File: config.mk
export PLATFORM = sky130hd
export DESIGN_NAME = prng_rr_arbiter
export DESIGN_NICKNAME = d
export VERILOG_FILES = /design/src/rtl/prng_pkg.sv /design/src/rtl/prng_rr_arbiter_rr_pick.sv /design/src/rtl/prng_rr_arbiter.sv
export SDC_FILE = /design/constraint.sdc
export NUM_CORES = 1
export LEC_CHECK = 0
export ABC_AREA = 1
export BUFFER_PORTS_ARGS = -buffer_cell sky130_fd_sc_hd__buf_2
export CAP_MARGIN = 20
export CORE_MARGIN = 4
export CORE_UTILIZATION = 59
export DETAILED_ROUTE_END_ITERATION = 12
export GPL_TIMING_DRIVEN = 0
export PLACE_DENSITY_LB_ADDON = 0.15
export SLEW_MARGIN = 5
export SYNTH_ARGS = -nofsm -noshare
export SYNTH_HDL_FRONTEND = slang
export SYNTH_SLANG_ARGS = --single-unit
export TNS_END_PERCENT = 50
File: constraint.sdc
create_clock -name clk -period 4.8 [get_ports clk]
set_input_delay 0.96 -clock clk [delete_from_list [all_inputs] [get_ports clk]]
set_output_delay 0.96 -clock clk [all_outputs]
set_load 0.03 [all_outputs]
File: src/rtl/prng_pkg.sv
// Shared definitions for the PRNG arbiter: LFSR width, taps, step function
// and the seed/run state encoding.
package prng_pkg;

    localparam int LFSR_W = 8;
    localparam logic [LFSR_W-1:0] TAP = 8'h1D;

    typedef enum logic {
        S_RUN,
        S_SEED
    } state_t;

    // x^8+x^6+x^5+x^4+1, shifting right with feedback into the MSB
    function automatic logic [LFSR_W-1:0] lfsr_step(input logic [LFSR_W-1:0] s);
        return {^(s & TAP), s[LFSR_W-1:1]};
    endfunction

endpackage

File: src/rtl/prng_rr_arbiter_rr_pick.sv
// Round-robin winner select: first set request above the last winner,
// wrapping modulo N_REQ.
module rr_pick #(
    parameter int N_REQ = 4
) (
    input  logic [N_REQ-1:0] req,
    input  logic [2:0]       last,
    output logic             valid,
    output logic [2:0]       idx
);

    always_comb begin
        valid = 1'b0;
        idx   = 3'd0;
        for (int i = 1; i <= N_REQ; i++) begin
            if (!valid && req[(int'(last) + i) % N_REQ]) begin
                valid = 1'b1;
                idx   = 3'((int'(last) + i) % N_REQ);
            end
        end
    end

endmodule

File: src/rtl/prng_rr_arbiter.sv
// One 8-bit LFSR shared round-robin among N_REQ requesters; each grant
// hands out the current byte and steps the LFSR once.
module prng_rr_arbiter
    import prng_pkg::*;
#(
    parameter int               N_REQ        = 4,
    parameter logic [LFSR_W-1:0] DEFAULT_SEED = 8'hA5
) (
    input  logic             clk,
    input  logic             rst_n,
    input  logic             seed_we,
    input  logic [7:0]       seed,
    input  logic [N_REQ-1:0] req,
    output logic [N_REQ-1:0] gnt,
    output logic [7:0]       rdata,
    output logic [2:0]       rid,
    output logic             wrap,
    output logic             busy
);

    state_t             state_q, state_d;
    logic [LFSR_W-1:0]  lfsr_q, lfsr_d;
    logic [LFSR_W-1:0]  seed_q, seed_d;
    logic [7:0]         cnt_q, cnt_d;
    logic [2:0]         last_q, last_d;
    logic [N_REQ-1:0]   gnt_q, gnt_d;
    logic [7:0]         rdata_q, rdata_d;
    logic [2:0]         rid_q, rid_d;
    logic               wrap_q, wrap_d;
    logic               pick_valid;
    logic [2:0]         pick_idx;
    logic [LFSR_W-1:0]  lfsr_nxt;
    logic [LFSR_W-1:0]  seed_eff;

    rr_pick #(.N_REQ(N_REQ)) u_pick (
        .req   (req),
        .last  (last_q),
        .valid (pick_valid),
        .idx   (pick_idx)
    );

    assign lfsr_nxt = lfsr_step(lfsr_q);
    assign seed_eff = (seed == '0) ? DEFAULT_SEED : seed;

    always_comb begin
        state_d = S_RUN;
        lfsr_d  = lfsr_q;
        seed_d  = seed_q;
        cnt_d   = cnt_q;
        last_d  = last_q;
        gnt_d   = '0;
        rdata_d = rdata_q;
        rid_d   = rid_q;
        wrap_d  = 1'b0;
        if (seed_we) begin
            state_d = S_SEED;
            lfsr_d  = seed_eff;
            seed_d  = seed_eff;
            cnt_d   = '0;
        end else if (pick_valid) begin
            gnt_d   = N_REQ'(1) << pick_idx;
            rid_d   = pick_idx;
            rdata_d = lfsr_q;
            lfsr_d  = lfsr_nxt;
            last_d  = pick_idx;
            // Period ends on the step that lands back on the seed
            if (lfsr_nxt == seed_q) begin
                wrap_d = 1'b1;
                cnt_d  = '0;
            end else begin
                cnt_d  = cnt_q + 8'd1;
            end
        end
    end

    always_ff @(posedge clk or negedge rst_n) begin
        if (!rst_n) begin
            state_q <= S_RUN;
            lfsr_q  <= DEFAULT_SEED;
            seed_q  <= DEFAULT_SEED;
            cnt_q   <= '0;
            last_q  <= 3'(N_REQ - 1);
            gnt_q   <= '0;
            rdata_q <= '0;
            rid_q   <= '0;
            wrap_q  <= 1'b0;
        end else begin
            state_q <= state_d;
            lfsr_q  <= lfsr_d;
            seed_q  <= seed_d;
            cnt_q   <= cnt_d;
            last_q  <= last_d;
            gnt_q   <= gnt_d;
            rdata_q <= rdata_d;
            rid_q   <= rid_d;
            wrap_q  <= wrap_d;
        end
    end

    assign gnt   = gnt_q;
    assign rdata = rdata_q;
    assign rid   = rid_q;
    assign wrap  = wrap_q;
    assign busy  = (state_q == S_SEED);

endmodule

==> results of run 1 <==
flip-flops by register name, summed over array words and instances (netlist names):
signal and cells:
busy 1, gnt 4, last_q 2, lfsr_q 8
rdata 8, rid 2, seed_q 8, wrap 1
logic make-up (layout without fill, tap and decap cells):
family / count (synthesis) / count (layout) / share of synthesized area
AND/OR/NAND/NOR: 133 / 133 / 0.395
flip-flops: 34 / 34 / 0.474
XOR/XNOR: 10 / 10 / 0.0480
AO/OA/AOI/OAI: 8 / 8 / 0.0240
other: 1 / 1 / 0.00206
buffers and inverters: 18 / 56 / 0.0570
area by class of cell:
class	count	area (µm²)	share of cell area
Multi-Input combinational cell	152	856	0.404
Clock buffer	5	37.5	0.0177
Inverter	13	53.8	0.0254
Sequential cell	34	863	0.408
Timing Repair Buffer	30	150	0.0709
Buffer	5	50.0	0.0236
Tap cell	31	38.8	0.0183
Clock inverter	3	68.8	0.0325
cells in the mapped netlist:
library cell,instances
nand2_1,75
dfrtp_1,24
nand2_4,12
nor2_1,12
dfstp_2,10
inv_1,9
nand2_2,9
nand3_1,9
xnor2_1,9
nand3_2,7
o21ai_0,6
nand4_1,4
buf_4,2
inv_2,2
buf_12,1
buf_6,1
clkbuf_1,1
clkinv_1,1
conb_1,1
inv_6,1
nand3_4,1
nand3b_1,1
nor2_4,1
nor2_8,1
o21ai_1,1
o21ai_2,1
or2_2,1
xor2_1,1
path summary, 6_finish.rpt:
path / end / slack (ps)
max: lfsr_q[3] / 2870
min: rdata[4] / 490
max reg2reg: lfsr_q[3] / 2920
min reg2reg: rdata[4] / 490
max in group asynchronous: rdata[5] / 3680
min in group asynchronous: busy / 650
power by group through the flow:
stage,sequential [mW],combinational (mW),clock [mW]
2_1_floorplan,0.550,0.465,0
3_3_place_gp,0.457,0.681,0
3_5_place_dp,0.461,0.708,0
4_1_cts,0.456,0.710,0.272
5_1_grt,0.469,0.772,0.288
6_report,0.456,0.708,0.267
critical path: cells and delay by family:
family | cells | cell delay [ps]
buf+inv | 4 | 370
simple gates | 8 | 810
cells in the final DEF (no fill, tap or decap), types with 9 or more instances in the layout:
cell type / synthesis / layout
dfstp_2: 10 / 10
nand3_1: 9 / 9
inv_1: 9 / 9
nand2_4: 12 / 12
nand2_1: 75 / 75
dfrtp_1: 24 / 24
nor2_1: 12 / 12
nand2_2: 9 / 9
buf_2: 0 / 30
xnor2_1: 9 / 9
per-stage QoR:
step | setup slack, ps | area (µm²) | instances | power [mW]
3_5_place_dp | 2520 | 2010 | 265 | 1.17
6_report | 2870 | 2120 | 273 | 1.43
3_3_place_gp | 2580 | 2010 | 265 | 1.14
2_1_floorplan | 2790 | 1820 | 204 | 1.01
5_1_grt | 2790 | 2120 | 273 | 1.53
4_1_cts | 2890 | 2120 | 273 | 1.44
layer usage:
metal,wire length [µm],global-route usage
met5,0,0
met4,85,0.121
met3,210,0.0497
met2,1730,0.313
met1,1640,0.260
==> results by group, run 1 <==
Route
  • WL final: around 3700 µm
  • DRC viols: 0
  • Drt first pass iters: 4
  • Antenna Nets Post-Route: 0
  • Detailed Route Iter0 Violations: 61
  • Wire length per cell: 13.4 µm
  • Vias: 1449
  • Vias per cell: 5.31

Hold path
  • Worst Hold Launch: rdata[4]
  • Hold depth: 2
  • Hold crit path type: reg -> reg

Clocking
  • CTS buffer count: 5
  • Worst-path clk slew: between 100 and 150 ps
  • Depth of the CTS H-tree: 2
  • CTS tree: done
  • Post-CTS setup buffer count: 0
  • Worst-Skew Late Latency: 350 ps
  • Root Driver: clkbuf_4
  • Cts hold-fix bufs: 0
  • Worst-case clock buffer depth: 2
  • Post-CTS sizing: 0
  • Clock Sinks: 34

Global route
  • Initial antenna violation count: 0
  • Number of global-route vias before repair: around 1400
  • Final global-route overflow total: 0
  • First-pass GRT wire length: about 6300 µm
  • Global router's overall resource usage: 0.204
  • Largest net degree at the start of global routing: 35

Setup path
  • Crit Path Class: in -> reg
  • Most common cell on crit path: nand2_4
  • Slowest stage cell, crit path: nor2_8
  • Crit path launch: req[3]
  • Worst Path Required: 5050 ps
  • Reg2Reg Depth: 11
  • Reg2Reg Launch Point: last_q[0]
  • Worst setup EP type: flip-flop
  • Cell chain of the critical path: buf_2 > inv_1 > nand2_1 > nand3_1 > nand2_2 > nor2_8 > nand3_4 > nand2_4 > inv_2 > buf_12 > nand2_4 > nand3_2
  • Slowest stage delay, CP: roughly 170 ps
  • Critical Path AT: about 2200 ps
  • Worst-path maximum fanout: 10
  • Critical Path Start Type: input pin

Logic synthesis
  • Area share of the largest cell type after synthesis: 0.329
  • Seq/Total Area, Yosys: 0.474
  • Synth top area cells: dfrtp_1 (33%), nand2_1 (15%), dfstp_2 (14%), nand2_4 (7.4%), xnor2_1 (4.3%)
  • Leading area contributor after synthesis: dfrtp_1
  • Mapped Area: 1820 µm²
  • Syn_area_per_cell: 8.94 µm²
  • FF+latch count, synth: 34
  • Unique masters post-synth: 28
  • Yosys warnings: 0
  • Syn_nets: 219
  • Cells after synthesis: 204

Timing
  • Slew Limit Fails: 0
  • RSZ-0062 raised after global routing: false
  • Tmin final: a little under 2000 ps
  • Measured slew at the worst slew-check pin: ~700 ps
  • Hold Fails Final Rpt: 0
  • Worst-case clock skew: approximately 13 ps
  • Setup TNS: 0 ps
  • Setup Viol. Count Final: 0
  • Relative slew margins: 0.520
  • Fin Hold WS: ~490 ps
  • F_max: between 0.5 and 0.6 GHz
  • Fin crit share: 0.403

Floorplan
  • DIE WIDTH: between 60 and 70 µm
  • Io pins: 32
  • Row count: 19
  • Die Y-Extent: between 60 and 70 µm
  • Initial Util: 0.639
  • Die ar.: between 4000 and 5000 µm²
  • Core area: between 2000 and 3000 µm²

Power
  • Sequential power share: 0.319
  • Internal: 0.789 mW
  • Pleak: 1.16 nW
  • P_sw: around 0.64 mW
  • Switching share of power: 0.449
  • Pwr Density: a little under 700 nW/µm²
  • Peak VDD IR: 405 µV
  • Logic pwr share: 0.495
  • Clk network pwr share: 0.187

Flow run
  • Max cap viols: 0

Placed design
  • DP Wirelength: 2730 µm
  • Gpl congestion: about 0.84
  • IO Port Bufs: 30

Final layout
  • Layout cells sized above 1: 0.364
  • Layout Utilization: 0.743
  • Area grow syn2layout: 16.2%
  • Nets: roughly 260
  • Fillers: 232
  • Antenna diodes: 0

Run status
  • Status: completed
No activity file was read; power rests on OpenSTA's default activity.
==> inputs of run 2 (changes only) <==
Settings changed: ABC_AREA 1 to 0, CORE_UTILIZATION 59 to 53.
Clock period 4.8 ns to 1.9 ns, I/O delays scaled along.
==> run 2 against run 1 <==
Critical path depth down 6. Non-clock buffer count stayed put. Synthesized area shrank 14%. Power rose by 26%. Worst hold slack got worse by 390 ps. Critical endpoint is now rdata[1].
==> results by group, run 2 <==
Run status
  • Status: completed

Logic synthesis
  • Count leader, synth: dfrtp_1
  • Synth cell count leaders: dfrtp_1 (24), dfstp_2 (10), o21ai_0 (10), xnor2_1 (10), mux2_2 (8)
  • FF+latch count, synth: 34
  • Unique masters post-synth: 32
  • Post-synth ARST share: 1.00
  • Area share of the largest cell type after synthesis: 0.385
  • Syn_area_per_cell: between 10 and 15 µm²
  • Post-synth EDFFs: 0
  • Syn_nets: between 100 and 150
  • Synth top area cells: dfrtp_1 (38%), dfstp_2 (17%), mux2_2 (5.8%), xnor2_1 (5.6%), mux2_4 (4.8%)
  • Primary FF master, synth: dfrtp_1
  • Cells after synthesis: approximately 120
  • Yosys warnings: 0
  • Mapped Area: 1560 µm²
  • Leading area contributor after synthesis: dfrtp_1
  • Seq/Total Area, Yosys: 0.553

Global route
  • Number of global-route vias before repair: 1143
  • Global router's overall resource usage: 0.162
  • First-pass GRT wire length: approximately 5000 µm
  • Largest net degree at the start of global routing: 35
  • Final global-route overflow total: 0
  • Initial antenna violation count: 0

Final layout
  • Antenna diodes: 0
  • Commonest non-fill, non-tap cell in the layout: buf_2
  • Fillers: about 240
  • Highest-count cells in the layout ignoring fill and taps: buf_2 (30), dfrtp_1 (24), xnor2_1 (10), o21ai_0 (10), dfstp_2 (10)
  • FF+latch area: between 800 and 900 µm²
  • Area grow syn2layout: 16.0%
  • Nets: between 150 and 200
  • Multi-input gate area: 636 µm²
  • Fin cells: 193
  • Layout cells sized above 1: 0.401

Setup path
  • Worst setup EP type: flip-flop
  • Reg2Reg Depth: 4
  • Crit Path Class: in -> reg
  • R2R setup slack: 260 ps
  • Worst Path Required: roughly 2100 ps
  • Critical Path AT: between 2000 and 2500 ps
  • Worst-path maximum fanout: 10
  • Reg2Reg Launch Point: last_q[0]
  • Critical Path Start Type: input pin
  • Worst R2R End: gnt[3]

Route
  • Wire length per cell: between 10 and 15 µm
  • Drt first pass iters: 4
  • WL final: 2830 µm
  • Vias: ~1100
  • Vias per cell: 5.46
  • Detailed Route Iter0 Violations: a little over 40
  • Antenna Nets Post-Route: 0
  • DRC viols: 0

Clocking
  • Worst-Skew Late Latency: 330 ps
  • Post-CTS sizing: 0
  • Post-CTS setup buffer count: 0
  • Clock Sinks: 34
  • Worst-path clk slew: roughly 100 ps
  • Cts hold-fix bufs: 0
  • CTS buffer count: 5
  • Worst-case clock buffer depth: 2
  • Depth of the CTS H-tree: 2
  • CTS tree: done
  • Root Driver: clkbuf_4

Power
  • Pleak: 0.830 nW
  • Pwr Density: between 900 and 1000 nW/µm²
  • Peak VDD IR: 789 µV

Floorplan
  • Die Y-Extent: around 62 µm
  • Initial Util: 0.561
  • Row count: 19
  • Die ar.: 3880 µm²
  • DIE WIDTH: 62.3 µm
  • Io pins: 32
  • Core area: roughly 2800 µm²

Timing
  • Fin Hold WS: ~100 ps
  • Measured slew at the worst slew-check pin: between 800 and 900 ps
  • Worst setup margin: around 94 ps
  • Slew Limit Fails: 0
  • RSZ-0062 raised after global routing: false
  • Setup Viol. Count Final: 0
  • Worst-case clock skew: approximately 4 ps
  • Relative slew margins: 0.462
  • F_max: roughly 0.55 GHz
  • Tmin final: ~1800 ps
  • Hold Fails Final Rpt: 0
  • Fin crit share: 0.950

Hold path
  • Hold crit path type: in -> async

Placed design
  • Placed Cells: between 150 and 200
  • Pre-CTS WS: -238 ps
  • DP Wirelength: ~2100 µm
  • IO Port Bufs: 30
  • Gpl congestion: around 0.75

Flow run
  • Max cap viols: 0
-- run 2: how the worst max path moves through the flow --
stage | slack (ps) | end | depth (start not counted) | startpoint
floorplan | 130 | rdata[0] | 5 | req[1]
global placement | -210 | rdata[1] | 6 | req[1]
detailed placement | -240 | rdata[1] | 6 | req[1]
CTS | 120 | rdata[1] | 6 | req[1]
global route | 50 | rdata[0] | 6 | req[1]
finish | 90 | rdata[1] | 6 | req[1]
-- run 2: critical path, stage by stage --
cell,delay [ps]
buf_2,130
nor4_4,740
or2_0,190
buf_4,150
buf_12,140
mux2_4,300
-- run 2: through the flow --
stage / utilization / cell area (µm²) / setup TNS, ps / power [mW]
6_report: 0.650 / 1810 / 0 / 1.80
2_1_floorplan: - / 1560 / 0 / 1.27
3_5_place_dp: 0.629 / 1750 / -1990 / 1.41
4_1_cts: 0.650 / 1810 / 0 / 1.83
5_1_grt: 0.650 / 1810 / 0 / 1.91
3_3_place_gp: 0.629 / 1750 / -1690 / 1.40
-- run 2: cell type report --
cell class / count / area share
repair buffers: 30 / 0.0830
clock buffers: 7 / 0.0304
inverters: 5 / 0.0104
well taps: 31 / 0.0214
flip-flops and latches: 34 / 0.477
clock inverters: 1 / 0.00277
plain buffers: 5 / 0.0235
multi-input cells: 80 / 0.351
-- run 2: logic make-up after synthesis --
logic type	after synthesis	share of synthesized area
AO/OA/AOI/OAI	24	0.101
XOR/XNOR	11	0.0617
buffers and inverters	10	0.0393
flip-flops	34	0.553
multiplexers	19	0.144
other	1	0.00240
AND/OR/NAND/NOR	25	0.0978
-- run 2: report_power, final --
part           internal, mW  total, mW  leakage (nW)  switching, mW
registers             0.847      0.921         0.400         0.0744
logic                 0.205      0.470         0.395          0.265
clock network         0.179      0.411        0.0353          0.232
total                  1.23       1.80         0.830          0.571
-- run 2: routing by layer --
layer	part of all wire	wire length, µm	GRT usage
met1	0.44	1240	0.191
met2	0.48	1340	0.255
met3	0.067	190	0.0649
met4	0.018	51	0.0796
met5	0	0	0
